<file path="src/rtl/gpr_pkg.sv">
// Shared defaults and types for the general-purpose register file writeback path.
package gpr_pkg;

    localparam int GPR_DATA_W      = 16;
    localparam int GPR_ADDR_W      = 3;
    localparam int GPR_NUM_REGS    = 8;
    localparam int GPR_NUM_REQ_DEF = 3;
    localparam int GPR_MAX_REQ     = 8;

    // Wide enough to index any legal requester count.
    typedef logic [$clog2(GPR_MAX_REQ)-1:0] req_idx_t;

endpackage

</file>
<file path="src/rtl/rr_grant.sv">
// Combinational rotating-priority grant: first asserted request at or after ptr,
// wrapping modulo N, gets a one-hot grant.
module rr_grant
    import gpr_pkg::*;
#(
    parameter int N = GPR_NUM_REQ_DEF
) (
    input  logic [N-1:0] req,
    input  req_idx_t     ptr,
    output logic [N-1:0] gnt
);

    localparam int PW = $clog2(N);

    logic [PW-1:0] idx;

    // Walking from the farthest offset back to ptr leaves the nearest requester
    // as the final winner, which is the rotate/encode/unrotate result.
    always_comb begin
        gnt = '0;
        idx = '0;
        for (int k = N - 1; k >= 0; k--) begin
            idx = PW'((int'(ptr) + k) % N);
            if (req[idx]) begin
                gnt      = '0;
                gnt[idx] = 1'b1;
            end
        end
    end

endmodule

</file>
<file path="src/rtl/gpr_wb_arbiter.sv">
// Arbitrates NUM_REQ writeback sources onto the single register-file write port.
// Define GPR_WB_FIXED_PRIO_EN for fixed lowest-index-wins priority instead of round-robin.
module gpr_wb_arbiter
    import gpr_pkg::*;
#(
    parameter int NUM_REQ  = GPR_NUM_REQ_DEF,
    parameter int DATA_W   = GPR_DATA_W,
    parameter int ADDR_W   = GPR_ADDR_W,
    parameter int NUM_REGS = GPR_NUM_REGS
) (
    input  logic                      clk,
    input  logic                      rst,
    input  logic [NUM_REQ-1:0]        req_valid,
    input  logic [NUM_REQ*ADDR_W-1:0] req_dest,
    input  logic [NUM_REQ*DATA_W-1:0] req_data,
    output logic [NUM_REQ-1:0]        req_ready,
    output logic                      reg_write_en,
    output logic [ADDR_W-1:0]         reg_write_dest,
    output logic [DATA_W-1:0]         reg_write_data,
    output logic [NUM_REGS-1:0]       pending_mask,
    output logic                      dest_err
);

    // Handshake: requester i is accepted at a rising edge where
    // req_valid[i] & req_ready[i]; dest/data must stay stable until then.

    logic [NUM_REQ-1:0]  gnt_raw;
    logic [NUM_REQ-1:0]  grant;
    logic                accept;
    logic                legal;
    req_idx_t            sel_idx;
    logic [ADDR_W-1:0]   sel_dest;
    logic [DATA_W-1:0]   sel_data;
    req_idx_t            grant_ptr;

    logic                wr_en_d, wr_en_q;
    logic [ADDR_W-1:0]   wr_dest_d, wr_dest_q;
    logic [DATA_W-1:0]   wr_data_d, wr_data_q;
    logic [NUM_REGS-1:0] pending_d, pending_q;
    logic                err_d, err_q;

`ifdef GPR_WB_FIXED_PRIO_EN
    assign grant_ptr = '0;
`else
    req_idx_t rr_ptr_d, rr_ptr_q;

    assign grant_ptr = rr_ptr_q;

    always_comb begin
        rr_ptr_d = rr_ptr_q;
        if (accept) begin
            rr_ptr_d = req_idx_t'((int'(sel_idx) + 1) % NUM_REQ);
        end
    end

    always_ff @(posedge clk or posedge rst) begin
        if (rst) begin
            rr_ptr_q <= '0;
        end else begin
            rr_ptr_q <= rr_ptr_d;
        end
    end
`endif

    rr_grant #(
        .N (NUM_REQ)
    ) u_rr_grant (
        .req (req_valid),
        .ptr (grant_ptr),
        .gnt (gnt_raw)
    );

    // No grant may be seen while reset is held, so nothing is consumed then.
    assign grant     = rst ? '0 : gnt_raw;
    assign req_ready = grant;
    assign accept    = |grant;

    always_comb begin
        sel_idx  = '0;
        sel_dest = '0;
        sel_data = '0;
        for (int i = 0; i < NUM_REQ; i++) begin
            if (grant[i]) begin
                sel_idx  = req_idx_t'(i);
                sel_dest = req_dest[i*ADDR_W +: ADDR_W];
                sel_data = req_data[i*DATA_W +: DATA_W];
            end
        end
    end

    assign legal = int'(sel_dest) < NUM_REGS;

    // Illegal destinations are consumed but leave dest/data holding their old values.
    always_comb begin
        wr_en_d   = accept & legal;
        err_d     = accept & ~legal;
        wr_dest_d = wr_dest_q;
        wr_data_d = wr_data_q;
        pending_d = '0;
        if (accept && legal) begin
            wr_dest_d = sel_dest;
            wr_data_d = sel_data;
            pending_d = NUM_REGS'(1) << sel_dest;
        end
    end

    always_ff @(posedge clk or posedge rst) begin
        if (rst) begin
            wr_en_q   <= 1'b0;
            wr_dest_q <= '0;
            wr_data_q <= '0;
            pending_q <= '0;
            err_q     <= 1'b0;
        end else begin
            wr_en_q   <= wr_en_d;
            wr_dest_q <= wr_dest_d;
            wr_data_q <= wr_data_d;
            pending_q <= pending_d;
            err_q     <= err_d;
        end
    end

    assign reg_write_en   = wr_en_q;
    assign reg_write_dest = wr_dest_q;
    assign reg_write_data = wr_data_q;
    assign pending_mask   = pending_q;
    assign dest_err       = err_q;

endmodule

</file>
<file path="config.mk">
export PLATFORM = sky130hd
export DESIGN_NAME = gpr_wb_arbiter
export DESIGN_NICKNAME = d
export VERILOG_FILES = /design/src/rtl/gpr_pkg.sv /design/src/rtl/rr_grant.sv /design/src/rtl/gpr_wb_arbiter.sv
export SDC_FILE = /design/constraint.sdc
export NUM_CORES = 1
export LEC_CHECK = 0
export ABC_AREA = 1
export BUFFER_PORTS_ARGS = -buffer_cell sky130_fd_sc_hd__buf_2
export CAP_MARGIN = 25
export CORE_MARGIN = 3
export CORE_UTILIZATION = 53
export DETAILED_ROUTE_END_ITERATION = 8
export PLACE_DENSITY = 0.95
export SLEW_MARGIN = 20
export SYNTH_ARGS = -nofsm -noshare
export SYNTH_HDL_FRONTEND = slang
export SYNTH_SLANG_ARGS = --single-unit
</file>
<file path="constraint.sdc">
create_clock -name clk -period 7 [get_ports clk]
set_input_delay 1.75 -clock clk [delete_from_list [all_inputs] [get_ports clk]]
set_output_delay 1.75 -clock clk [all_outputs]
set_load 0.005 [all_outputs]
</file>
==> results of run 1 <==
flip-flops by register name, summed over array words and instances (netlist names):
signal,flops
reg_write_en,1
grant_ptr,3
reg_write_dest,3
pending_mask,8
reg_write_data,16
per-stage QoR:
stage,setup WS (ns),hold WS (ns)
after floorplan,2.079,0.4650
after global placement,1.974,0.4519
after detailed placement,1.755,0.4600
after CTS,1.443,0.4774
after global routing,1.064,0.4926
final,1.428,0.4798
logic make-up after synthesis:
logic type	share of synthesized area, %
AOI/OAI and AO/OA	5.863
adders and majority gates	8.607
and+or+nand+nor	42.50
xor gates and xnor gates	1.130
buffers and inverters	8.391
other	0.1612
DFF	33.35
power by group through the flow:
stage | clock network [mW] | registers (mW) | logic [mW]
global placement | 0 | 0.322 | 1.08
CTS | 0.144 | 0.324 | 1.14
global route | 0.151 | 0.333 | 1.32
detailed placement | 0 | 0.326 | 1.13
finish | 0.143 | 0.325 | 1.14
floorplan | 0 | 0.327 | 0.869
routing by layer:
metal | vias to the layer above | part of all wire, % | global-route usage, %
li1 | 1282 | - | -
met1 | 1151 | 39 | 29.80
met2 | 87 | 51 | 42.47
met3 | 18 | 6.4 | 5.263
met4 | 0 | 3.1 | 11.69
met5 | - | 0 | 0
placed cells by master (no fill, tap or decap), drive strengths merged, types with 5 or more instances in the layout:
master,n
nor2,28
nand2,169
o21ai,5
clkbuf,6
buf,93
a21oi,17
ha,16
dfrtp,31
inv,37
nand3,32
worst max-delay path: cells and delay by family, from the launching register on:
family	cells	cell delay, ns
flops	1	0.61
buf+inv	3	0.75
simple gates	15	1.27
fa+ha+maj	3	0.89
area by class of cell:
cell class	instances	area (sq um)	share of cell area, %
multi-input cells	277	1355	46.82
flip-flops and latches	31	775.7	26.80
well taps	50	62.56	2.162
clock inverters	1	5.005	0.1729
clock buffers	6	82.58	2.853
repair buffers	93	467.9	16.17
inverters	38	145.1	5.015
path summary, 6_finish.rpt:
kind / to / cells after the start
worst min-delay path: reg_write_data[11]$_DFFE_PP0P_ / 2
min in group asynchronous: reg_write_dest[2]$_DFFE_PP0P_ / 3
worst max register to register: reg_write_data[11]$_DFFE_PP0P_ / 22
max in group asynchronous: pending_mask[3]$_DFF_PP0_ / 3
worst min register to register: reg_write_data[11]$_DFFE_PP0P_ / 2
worst max-delay path: req_ready[2] / 21
==> qor.csv, run 1 <==
stage,metric,value,unit
cells_and_area,post-route design area,2894,sq um
pwr,P_leak,1.806,nW
worst_setup_path,most used cell along the critical path,nand2_1,
pwr,sequential cell fraction of total power,20.3,%
timing,Setup Viol. Count Final,0,
floorplanning,die area,5219,sq um
clocking,H-tree depth,2,
logic_synthesis,Post-Synthesis Cells,352,
pwr,Sw Share,53.45,%
drt,wire length per cell,12.50,microns
cells_and_area,Layout Cells excl Fill,496,
drt,Final ANT Viol Nets,0,
logic_synthesis,Post-Syn Area,2326,sq um
placement,hpwl dp,4941,microns
pwr,total power,1.604,mW
cells_and_area,Antenna Cells,0,
logic_synthesis,Synth Net Count,430,
drt,Routed WL,6201,microns
timing,Total Neg Setup Slack,0,ns
logic_synthesis,Synth area leaders,"dfrtp_1 (33%), nand2_1 (25%), ha_1 (8.6%)",
logic_synthesis,asr flop ratio synth,100.0,%
logic_synthesis,Mean Syn Cell Area,6.608,sq um
global_routing,gr usage total,24.90,%
timing,Final Hold Fails,0,
timing,Clock Skew,0.01184,ns
worst_setup_path,reg2reg start,grant_ptr[0]$_DFFE_PP0P_,
pwr,Clk pwr share,8.9,%
worst_setup_path,"Cell Chain, Critical Path",clkinv_1 > ha_1 > ha_1 > nand2_1 > nand2_1 > nand2_1 > nand2_1 > ha_1 > nor2_1 > nand2_1 > nor2_2 > or2_1 > nand2_2 > nand2_2 > nand2_2 > nand2_1 > nand2_1 > nand2_2 > nand2_4 > inv_2 > buf_2,
clocking,CTS Buf Count,5,
drt,average vias per placed instance,5.117,
clocking,Root Buffer,clkbuf_8,
logic_synthesis,sequential-to-total area share from yosys stat,33.35,%
drt,initial detailed-routing violation count,146,
placement,# port buffers,92,
worst_setup_path,CP startpoint,grant_ptr[0]$_DFFE_PP0P_,
logic_synthesis,most frequent cell after synthesis,nand2_1,
timing,period utilization,79.60,%
global_routing,vias in the first global route,2431,
logic_synthesis,most instantiated cells after synthesis,"nand2_1 (156), dfrtp_1 (31), nand3_1 (31)",
pwr,P_sw,0.8572,mW
floorplanning,Die X,72.25,microns
timing,max frequency,179.5,MHz
clocking,clk slew on worst S/H paths,0.07,ns
worst_setup_path,register-to-register setup slack,3.24,ns
min_path,min-delay src,reg_write_data[11]$_DFFE_PP0P_,
clocking,Setup Buffers After CTS,0,
drt,DR pass1 iterations,4,
logic_synthesis,Synth cell types,27,
global_routing,largest net degree at the start of global routing,35,
global_routing,first-pass GRT wire length,10290,microns
placement,Placed Instance Area,2806,sq um
cells_and_area,final net count,524,
worst_setup_path,Setup CP Type,reg -> out,
logic_synthesis,Synth area leader,dfrtp_1,
worst_setup_path,"Arr. time, crit path",3.82,ns
timing,fin crit period,5.572,ns
clocking,Sink Count,31,
logic_synthesis,top cell type's share of synthesized area,33.35,%
worst_setup_path,CP max FO,17,
placement,placed instance count,489,
floorplanning,row cnt,23,
global_routing,grt total ovfl,0,
cells_and_area,layout cell share with drive strength beyond 1,28.25,%
worst_setup_path,Slowest cell on crit path,dfrtp_1,
timing,max-slew violation count,0,
clocking,clock buffer depth,2,
floorplanning,placeable core region,4115,sq um
logic_synthesis,number of synthesized flops with an enable pin,0,
clocking,clk_lat worst skew,0.29,ns
pwr,worst vdd ir,209.6,uV
clocking,cts hold-fix bufs,0,
worst_setup_path,worst path required time,5.25,ns
floorplanning,Initial Util,56.52,%
placement,Final GP Congestion,0.9262,
cells_and_area,fillcell total,339,
drt,Via Count,2538,
worst_setup_path,Crit. End Element,output port,
logic_synthesis,#FFs+latches synth,31,
pwr,pwr dens,554.2,nW/um^2
cells_and_area,"Area growth, synth to finish",24.42,%
pwr,Internal,0.7466,mW
outcome,status,"finished, final reports clean",
flow_run,total of max-cap violations,0,
logic_synthesis,Yosys warning count,0,
cells_and_area,"Core Util, Final",70.33,%
floorplanning,Die Height,72.25,microns
floorplanning,io pins,94,
min_path,Worst Hold Class,reg -> reg,
timing,RSZ-0062 raised after global routing,no,
logic_synthesis,predominant post-synthesis flop cell,dfrtp_1,
drt,remaining routing DRC violations,0,
pwr,Comb pwr share,70.8,%
clocking,CTS tree,built,
worst_setup_path,Worst setup SP type,register,
worst_setup_path,CP peak stage delay,0.61,ns
global_routing,initial antenna violation count,0,
clocking,post_cts resized,0,
No activity file was read; power rests on OpenSTA's default activity.
==> inputs of run 2 (changes only) <==
--- a/config.mk
+++ b/config.mk
@@ -9,9 +9,9 @@
 export BUFFER_PORTS_ARGS = -buffer_cell sky130_fd_sc_hd__buf_2
 export CAP_MARGIN = 25
 export CORE_MARGIN = 3
-export CORE_UTILIZATION = 53
+export CORE_UTILIZATION = 49
 export DETAILED_ROUTE_END_ITERATION = 8
-export PLACE_DENSITY = 0.95
+export PLACE_DENSITY = 0.92
 export SLEW_MARGIN = 20
 export SYNTH_ARGS = -nofsm -noshare
 export SYNTH_HDL_FRONTEND = slang
==> constraint.sdc (replaced) <==
create_clock -name clk -period 5.7 [get_ports clk]
set_input_delay 1.425 -clock clk [delete_from_list [all_inputs] [get_ports clk]]
set_output_delay 1.425 -clock clk [all_outputs]
set_load 0.005 [all_outputs]
==> run 2 against run 1 <==
Clock skew fell by 0.0069 ns. Global-route usage fell by 2.9 points. Register-to-register slack got worse by 1.2 ns. Sequential share of layout area barely moved. Routed wire length fell by 2.1%. Via count fell by 0.71%. Worst setup slack got worse by 0.91 ns. Power rose by 22%. Worst hold slack got worse by 0.0066 ns. Sequential cell count did not move. First-iteration DRC count fell by 37%. Clock-buffer cell count rose by 1. Critical path type unchanged. Largest cell class unchanged.
==> qor.csv, run 2 (same netlist as run 1, synthesis figures left out) <==
stage,metric,value,unit
global_routing,vias in the first global route,2357,
floorplanning,die area,5609,sq um
timing,Setup Viol. Count Final,0,
floorplanning,io pins,94,
clocking,Setup Buffers After CTS,0,
drt,initial detailed-routing violation count,92,
global_routing,initial antenna violation count,0,
timing,max-slew violation count,0,
pwr,pwr dens,675.4,nW/um^2
drt,Final ANT Viol Nets,0,
cells_and_area,final net count,524,
timing,fin crit period,5.185,ns
drt,average vias per placed instance,5.050,
cells_and_area,"Core Util, Final",64.60,%
cells_and_area,fillcell total,396,
clocking,Sink Count,31,
clocking,cts hold-fix bufs,0,
cells_and_area,register area,775.7,sq um
drt,DR pass1 iterations,4,
worst_setup_path,"Arr. time, crit path",3.76,ns
timing,Total Neg Setup Slack,0,ns
timing,RSZ-0062 raised after global routing,no,
outcome,status,"finished, final reports clean",
min_path,Worst Hold Class,reg -> reg,
worst_setup_path,crit path to,req_ready[0],
clocking,Root Buffer,clkbuf_8,
timing,Final Hold Fails,0,
floorplanning,Die Height,74.90,microns
worst_setup_path,register-to-register setup slack,2.01,ns
worst_setup_path,Setup CP Type,reg -> out,
worst_setup_path,CP max FO,17,
placement,Placed Instance Area,2809,sq um
timing,max frequency,192.9,MHz
worst_setup_path,R2R depth,22,
drt,wire length per cell,12.17,microns
cells_and_area,post-route design area,2890,sq um
placement,# port buffers,92,
worst_setup_path,reg2reg start,grant_ptr[0]$_DFFE_PP0P_,
drt,remaining routing DRC violations,0,
drt,Routed WL,6072,microns
pwr,total power,1.952,mW
clocking,clock buffer depth,2,
worst_setup_path,CP startpoint,grant_ptr[0]$_DFFE_PP0P_,
floorplanning,Die X,74.90,microns
worst_setup_path,Crit. End Element,output port,
floorplanning,placeable core region,4474,sq um
flow_run,total of max-cap violations,0,
timing,Hold Worst Slack,0.4732,ns
global_routing,grt total ovfl,0,
cells_and_area,area of the multi-input gates,1355,sq um
clocking,CTS tree,built,
clocking,post_cts resized,0,
cells_and_area,number of flip-flops in the largest register,16,
clocking,clk slew on worst S/H paths,0.06,ns
placement,Final GP Congestion,0.9365,
worst_setup_path,reg2reg end,reg_write_data[1]$_DFFE_PP0P_,
cells_and_area,layout cell share with drive strength beyond 1,27.96,%
clocking,clk_lat worst skew,0.28,ns
pwr,P_leak,1.801,nW
clocking,H-tree depth,2,
cells_and_area,"commonest non-fill, non-tap cell in the layout",nand2_1,
worst_setup_path,worst path required time,4.28,ns
floorplanning,Initial Util,51.99,%
global_routing,largest net degree at the start of global routing,31,
cells_and_area,Antenna Cells,0,
timing,Clock Skew,0.004902,ns
cells_and_area,most frequent cells in the layout,"nand2_1 (156), buf_2 (92), nand3_1 (31), dfrtp_1 (31), inv_1 (28)",
placement,hpwl dp,4972,microns
floorplanning,row cnt,24,
timing,period utilization,90.96,%
global_routing,gr usage total,21.95,%
clocking,CTS Buf Count,5,
pwr,worst vdd ir,341.7,uV
drt,Via Count,2520,
cells_and_area,"Area growth, synth to finish",24.26,%
global_routing,first-pass GRT wire length,9611,microns
min_path,Hold Path Stages,2,
worst_setup_path,Worst setup SP type,register,
[run 2: cell types whose count changed in the layout (fill, tap and decap cells not counted)]
cell,change
clkbuf_1,+2
clkbuf_8,-1
[run 2: worst max-delay path, stage by stage, from the launching register on]
cell	delay, ns
dfrtp_1	0.59
clkinv_1	0.33
ha_1	0.42
ha_1	0.24
nand2_1	0.12
nand2_1	0.08
nand2_1	0.08
nand2_1	0.06
ha_1	0.20
nor2_1	0.14
nand2_1	0.08
nor2_2	0.11
nand3_1	0.13
nand2_1	0.08
nand2_1	0.05
nand2_2	0.08
nand2_1	0.06
nand2_2	0.09
nand2_2	0.10
inv_2	0.24
buf_2	0.17
[run 2: area by class of cell]
| class | instances | area share [%] |
|---|---|---|
| clock buffer | 7 | 2.641 |
| multi-input combinational | 277 | 46.88 |
| inverter | 38 | 5.022 |
| tap | 52 | 2.251 |
| timing repair buffer | 93 | 16.19 |
| clock inverter | 1 | 0.1732 |
| sequential | 31 | 26.84 |
[run 2: worst min-delay path by stage]
stage / from / to / slack (ns)
detailed placement: reg_write_data[6]$_DFFE_PP0P_ / reg_write_data[6]$_DFFE_PP0P_ / 0.46
global placement: reg_write_dest[2]$_DFFE_PP0P_ / reg_write_dest[2]$_DFFE_PP0P_ / 0.45
floorplan: reg_write_dest[0]$_DFFE_PP0P_ / reg_write_dest[0]$_DFFE_PP0P_ / 0.46
CTS: reg_write_data[6]$_DFFE_PP0P_ / reg_write_data[6]$_DFFE_PP0P_ / 0.48
global route: reg_write_data[15]$_DFFE_PP0P_ / reg_write_data[15]$_DFFE_PP0P_ / 0.50
finish: reg_write_data[6]$_DFFE_PP0P_ / reg_write_data[6]$_DFFE_PP0P_ / 0.47
[run 2: metal layers]
metal / global-route usage, % / share of wire, % / routed length [microns] / up-vias
met4: 10.28 / 2.5 / 150 / 0
met3: 3.471 / 4.8 / 290 / 14
li1: - / - / - / 1276
met1: 25.68 / 40 / 2435 / 1152
met5: 0 / 0 / 0 / -
met2: 38.97 / 53 / 3195 / 78
[run 2: power by group]
group / leakage (nW) / switching (mW) / internal, mW
Combinational: 1.37 / 0.905 / 0.484
Clock: 0.0422 / 0.0772 / 0.0855
Sequential: 0.387 / 0.0627 / 0.338
Total: 1.80 / 1.04 / 0.907
[run 2: through the flow]
step,setup slack (ns),instances
floorplan,1.345,352
global placement,0.9919,491
detailed placement,0.8534,491
CTS,0.5461,499
global route,0.1431,499
finish,0.5152,499
